### src/rtl/cpu_pkg.sv
// Shared CPU definitions: writeback select encoding, writeback FSM states,
// and register-file geometry.
package cpu_pkg;

    localparam int NREG   = 32;
    localparam int REG_AW = 5;

    localparam logic [1:0] WB_ALU = 2'b00;
    localparam logic [1:0] WB_MEM = 2'b01;
    localparam logic [1:0] WB_PC  = 2'b10;
    localparam logic [1:0] WB_IMM = 2'b11;

    typedef enum logic [1:0] {
        ST_IDLE     = 2'b00,
        ST_WAIT_MEM = 2'b01,
        ST_WRITE    = 2'b10
    } wb_state_e;

    // True when a write to this register must be dropped (hard-wired zero register).
    function automatic logic is_ro_reg(input logic [REG_AW-1:0] addr, input int ro_en);
        return (ro_en != 0) && (addr == {REG_AW{1'b0}});
    endfunction

endpackage

### src/rtl/writeback_stage.sv
// Writeback stage: selects the retiring value, waits on load data, drives the
// register-file write port and publishes a pending-load scoreboard.
module writeback_stage
    import cpu_pkg::*;
#(
    parameter int DATA_W      = 32,
    parameter int NREG        = cpu_pkg::NREG,
    parameter int MEM_TIMEOUT = 64,
    parameter int ZERO_REG_RO = 1
) (
    input  logic                    clk,
    input  logic                    rst,
    input  logic                    in_valid,
    output logic                    in_ready,
    input  logic [REG_AW-1:0]       in_dest,
    input  logic                    in_write_reg,
    input  logic [1:0]              in_wb_sel,
    input  logic [DATA_W-1:0]       in_alu_result,
    input  logic [DATA_W-1:0]       in_imm,
    input  logic [DATA_W-1:0]       in_pc_plus4,
    input  logic [DATA_W-1:0]       mem_rdata,
    input  logic                    mem_rvalid,
    output logic [DATA_W-1:0]       write_reg_data,
    output logic                    write_reg,
    output logic [REG_AW-1:0]       write_reg_addr,
    output logic [NREG-1:0]         busy_mask,
    output logic                    wb_err
);

    localparam int CNT_W = (MEM_TIMEOUT > 2) ? $clog2(MEM_TIMEOUT) : 1;
    localparam logic [CNT_W-1:0] CNT_LAST = CNT_W'(MEM_TIMEOUT - 1);

    wb_state_e          r_state;
    logic [DATA_W-1:0]  r_data;
    logic               r_we;
    logic [REG_AW-1:0]  r_addr;
    logic [NREG-1:0]    r_busy;
    logic               r_err;
    logic [CNT_W-1:0]   r_cnt;

    wb_state_e          w_state_nxt;
    logic [DATA_W-1:0]  w_data_nxt;
    logic               w_we_nxt;
    logic [REG_AW-1:0]  w_addr_nxt;
    logic [NREG-1:0]    w_busy_nxt;
    logic               w_err_nxt;
    logic [CNT_W-1:0]   w_cnt_nxt;
    logic               w_accept;
    logic [DATA_W-1:0]  w_sel_data;

    assign in_ready       = (r_state != ST_WAIT_MEM);
    assign w_accept       = in_valid && in_ready;
    assign write_reg_data = r_data;
    assign write_reg      = r_we;
    assign write_reg_addr = r_addr;
    assign busy_mask      = r_busy;
    assign wb_err         = r_err;

    // Non-load writeback value mux.
    always_comb begin
        w_sel_data = in_alu_result;
        case (in_wb_sel)
            WB_ALU:  w_sel_data = in_alu_result;
            WB_PC:   w_sel_data = in_pc_plus4;
            WB_IMM:  w_sel_data = in_imm;
            default: w_sel_data = in_alu_result;
        endcase
    end

    // Next-state, scoreboard and write-port computation.
    always_comb begin
        w_state_nxt = ST_IDLE;
        w_data_nxt  = r_data;
        w_we_nxt    = 1'b0;
        w_addr_nxt  = r_addr;
        w_busy_nxt  = r_busy;
        w_err_nxt   = r_err;
        w_cnt_nxt   = r_cnt;
        case (r_state)
            ST_IDLE, ST_WRITE: begin
                // A completing load releases its scoreboard bit this cycle.
                if (r_state == ST_WRITE) begin
                    w_busy_nxt[r_addr] = 1'b0;
                end else begin
                    w_busy_nxt = r_busy;
                end
                if (w_accept && in_write_reg) begin
                    w_addr_nxt = in_dest;
                    if (in_wb_sel == WB_MEM) begin
                        w_state_nxt = ST_WAIT_MEM;
                        w_cnt_nxt   = {CNT_W{1'b0}};
                        if (!is_ro_reg(in_dest, ZERO_REG_RO)) begin
                            w_busy_nxt[in_dest] = 1'b1;
                        end else begin
                            w_busy_nxt[in_dest] = 1'b0;
                        end
                    end else begin
                        w_state_nxt = ST_WRITE;
                        w_data_nxt  = w_sel_data;
                        w_we_nxt    = !is_ro_reg(in_dest, ZERO_REG_RO);
                    end
                end else begin
                    w_state_nxt = ST_IDLE;
                end
            end
            ST_WAIT_MEM: begin
                // Data arriving on the last allowed cycle still wins over the timeout.
                if (mem_rvalid) begin
                    w_state_nxt = ST_WRITE;
                    w_data_nxt  = mem_rdata;
                    w_we_nxt    = !is_ro_reg(r_addr, ZERO_REG_RO);
                    w_cnt_nxt   = {CNT_W{1'b0}};
                end else if (r_cnt == CNT_LAST) begin
                    w_state_nxt        = ST_IDLE;
                    w_err_nxt          = 1'b1;
                    w_busy_nxt[r_addr] = 1'b0;
                    w_cnt_nxt          = {CNT_W{1'b0}};
                end else begin
                    w_state_nxt = ST_WAIT_MEM;
                    w_cnt_nxt   = r_cnt + CNT_W'(1);
                end
            end
            default: begin
                w_state_nxt = ST_IDLE;
            end
        endcase
    end

    // State and output registers.
    always_ff @(posedge clk) begin
        if (rst) begin
            r_state <= ST_IDLE;
            r_data  <= {DATA_W{1'b0}};
            r_we    <= 1'b0;
            r_addr  <= {REG_AW{1'b0}};
            r_busy  <= {NREG{1'b0}};
            r_err   <= 1'b0;
            r_cnt   <= {CNT_W{1'b0}};
        end else begin
            r_state <= w_state_nxt;
            r_data  <= w_data_nxt;
            r_we    <= w_we_nxt;
            r_addr  <= w_addr_nxt;
            r_busy  <= w_busy_nxt;
            r_err   <= w_err_nxt;
            r_cnt   <= w_cnt_nxt;
        end
    end

endmodule

### config.mk
export PLATFORM = sky130hd
export DESIGN_NAME = writeback_stage
export DESIGN_NICKNAME = d
export VERILOG_FILES = /design/src/rtl/cpu_pkg.sv /design/src/rtl/writeback_stage.sv
export SDC_FILE = /design/constraint.sdc
export NUM_CORES = 1
export LEC_CHECK = 0
export ABC_AREA = 1
export ABC_CLOCK_PERIOD_IN_PS = 2900
export BUFFER_PORTS_ARGS = -buffer_cell sky130_fd_sc_hd__clkbuf_2
export CAP_MARGIN = 15
export CORE_ASPECT_RATIO = 0.75
export CORE_MARGIN = 3
export CORE_UTILIZATION = 35
export CTS_CLUSTER_SIZE = 12
export DETAILED_ROUTE_END_ITERATION = 10
export GPL_TIMING_DRIVEN = 1
export SLEW_MARGIN = 10
export SYNTH_ARGS = -nofsm -noshare
export SYNTH_HDL_FRONTEND = slang
export SYNTH_SLANG_ARGS = --single-unit
### constraint.sdc
create_clock -name clk -period 2.9 [get_ports clk]
set_clock_uncertainty 0.1 [all_clocks]
set_input_delay 0.29 -clock clk [delete_from_list [all_inputs] [get_ports clk]]
set_output_delay 0.29 -clock clk [all_outputs]
set_load 0.005 [all_outputs]
==> results.cfg <==
[worst_setup_path]
worst-r2r-cell-count = 6
startpoint_type = register
end_kind = register
worst_ep_arrival_time_ns = 2.44
crit_fanout = 33
r2r_setup_slack_ns = 0.58
worst-setup-path-type = reg2reg
crit_required_ns = 3.02

[die]
die_width_um = 135
core_mm2 = 0.0119
die_h_um = 103
dieArea_mm2 = 0.0139
start_util = 0.368
io_pins = 212
row_count = 34

[yosys]
synth.top_cell.area_share = 0.361
ys_ff_latch = 79
synth_ff_type = dfxtp_1
yosysMostFrequentCell = nand2_1
synthArstFlopShare = 0
synthTopCellsByCount = nand2_1 (140), a21oi_1 (103), nand3_1 (100), dfxtp_1 (79), o21ai_0 (64)
synth_warnings = 0
synth_fp_nets = 795
synthTopCellsByArea = dfxtp_1 (36%), nand2_1 (12%), a21oi_1 (12%), nand3_1 (11%), o21ai_0 (7.3%)
synthCells = 654
avgSynthCellArea_um2 = 6.70
synth_edf_count = 0
syn-cell-area_mm2 = 0.00438
ys_types = 28
yosysTopAreaCell = dfxtp_1
ys_seq_area_frac = 0.361

[cells_and_area]
drive_gt1_frac = 0.327
area_growth_pct = 33.1
fillers = 1253
antenna_cells = 0
multi_input_area_mm2 = 0.00242
seqCellArea_mm2 = 0.00158
nets = 984

[placement]
gp_congestion = 0.966
dp_hpwl_um = 12400
io_buffers = 211
place_ws_ns = 0.592

[timing]
slew_violations = 0
finalCriticalPeriod_ns = 2.32
slew_headroom = 0.373
grt_setup_unrepaired = false
fmax_mhz = 430
hold_viol_final = 0
finalWorstSetupSlack_ns = 0.577
tightest_slew_ns = 0.933
timing.final.crit_share = 0.801
setup_violations = 0
final.setup.tns_ns = 0

[power]
comb_power_share = 0.161
leakage_uw = 0.00274
vdd.ir_drop.worst_mv = 0.256
clock_power_share = 0.444
p_int_uw = 2170
pwr-share-seq = 0.395
p_per_area_mw_per_mm2 = 507
switching_power_uw = 784
swShare = 0.265
p_total_uw = 2960

[clock_tree]
htree_levels = 3
cts_tree = yes
clock-root-buffer = clkbuf_16
cts.sinks = 79
path_clk_slew_ns = 0.06
post_cts_buffers = 0
holdBufCountCts = 0
clk-insertion-delay-late_ns = 0.34
cts_resized = 0
cts_buffers = 9
cts_buffer_depth = 2

[drt]
post-route-drc-count = 0
via_per_inst = 5.27
first_pass_iters = 6
avgRoutedWirePerCell_um = 16.2
ant_nets = 0
vias = 5323
drt-total-wl_um = 16400
drtIter0Drc = 447

[global_routing]
grt_pass1_wl_um = 25600
track_usage = 0.234
grt_antenna_before_repair = 0
grt_overflow = 0
grt_pass1_vias = 5069
grt_max_degree = 65

[hold_path]
hold_class = in2reg
min_path_cells = 3

[run]
max_cap_viol_count = 0

[outcome]
outcome = finished, final reports clean
-- layer usage --
metal / wire (µm) / track usage / part of all wire
met1: 7500 / 0.324 / 0.46
met2: 7300 / 0.365 / 0.45
met3: 1290 / 0.0571 / 0.079
met4: 302 / 0.0689 / 0.018
met5: 0 / 0 / 0
-- logic make-up (layout without fill, tap and decap cells) --
logic type	Yosys count	count (layout)	share of synthesized area
buffers and inverters	84	278	0.0863
AO/OA/AOI/OAI	195	195	0.243
XOR/XNOR	3	3	0.00600
flip-flops	79	79	0.361
AND/OR/NAND/NOR	292	292	0.301
adder cells (fa/ha/maj)	1	1	0.00286
-- placed cells by master (no fill, tap or decap), drive strengths merged --
cell type,synthesis,routed
o21ai,68,68
a31o,21,21
nor2,36,36
inv,43,44
nand3,101,101
nor3,9,9
a22o,1,1
xor2,3,3
o211ai,1,1
bufinv,0,3
nand4,1,1
a21oi,103,103
nand2,145,145
clkinvlp,0,1
clkbuf,22,220
dfxtp,79,79
ha,1,1
o22ai,1,1
buf,19,8
clkinv,0,2
-- power by group through the flow --
stage | registers, µW | logic (µW) | clock network [µW]
after CTS | 1170 | 477 | 1340
final | 1170 | 478 | 1310
after floorplan | 1190 | 256 | 0
after detailed placement | 1190 | 475 | 0
after global placement | 1190 | 466 | 0
after global routing | 1170 | 534 | 1390
-- worst max-delay path: stages (launching register included) --
cell     delay, ns
dfxtp_1       0.44
nor2_1        0.52
nand2_1       0.18
nand2_2       0.29
inv_2         0.31
a21oi_1       0.24
a21oi_1       0.09
-- stage by stage --
stage	std cells	util	hold WS, ns	instance area (µm²)
floorplan	654	-	0.338	4380
global placement	994	0.461	0.344	5490
detailed placement	994	0.461	0.342	5490
CTS	1010	0.489	0.111	5830
global route	1010	0.489	0.126	5830
finish	1010	0.489	0.116	5830
-- final cells by class --
type                       count  area share
sequential                    79       0.271
tap                          162      0.0348
clock buffer                   9      0.0386
multi-input combinational    491       0.415
inverter                      43      0.0281
clock inverter                 7      0.0206
timing repair buffer         219       0.191
-- final timing paths --
| path | start | endpoint |
|---|---|---|
| worst min-delay path | mem_rdata[2] | write_reg_data[2] |
| worst max register to register | r_state[0] | write_reg_data[28] |
| worst min register to register | busy_mask[0] | busy_mask[0] |
| worst max-delay path | r_state[0] | write_reg_data[28] |
Power figures use the tool's default switching activity.
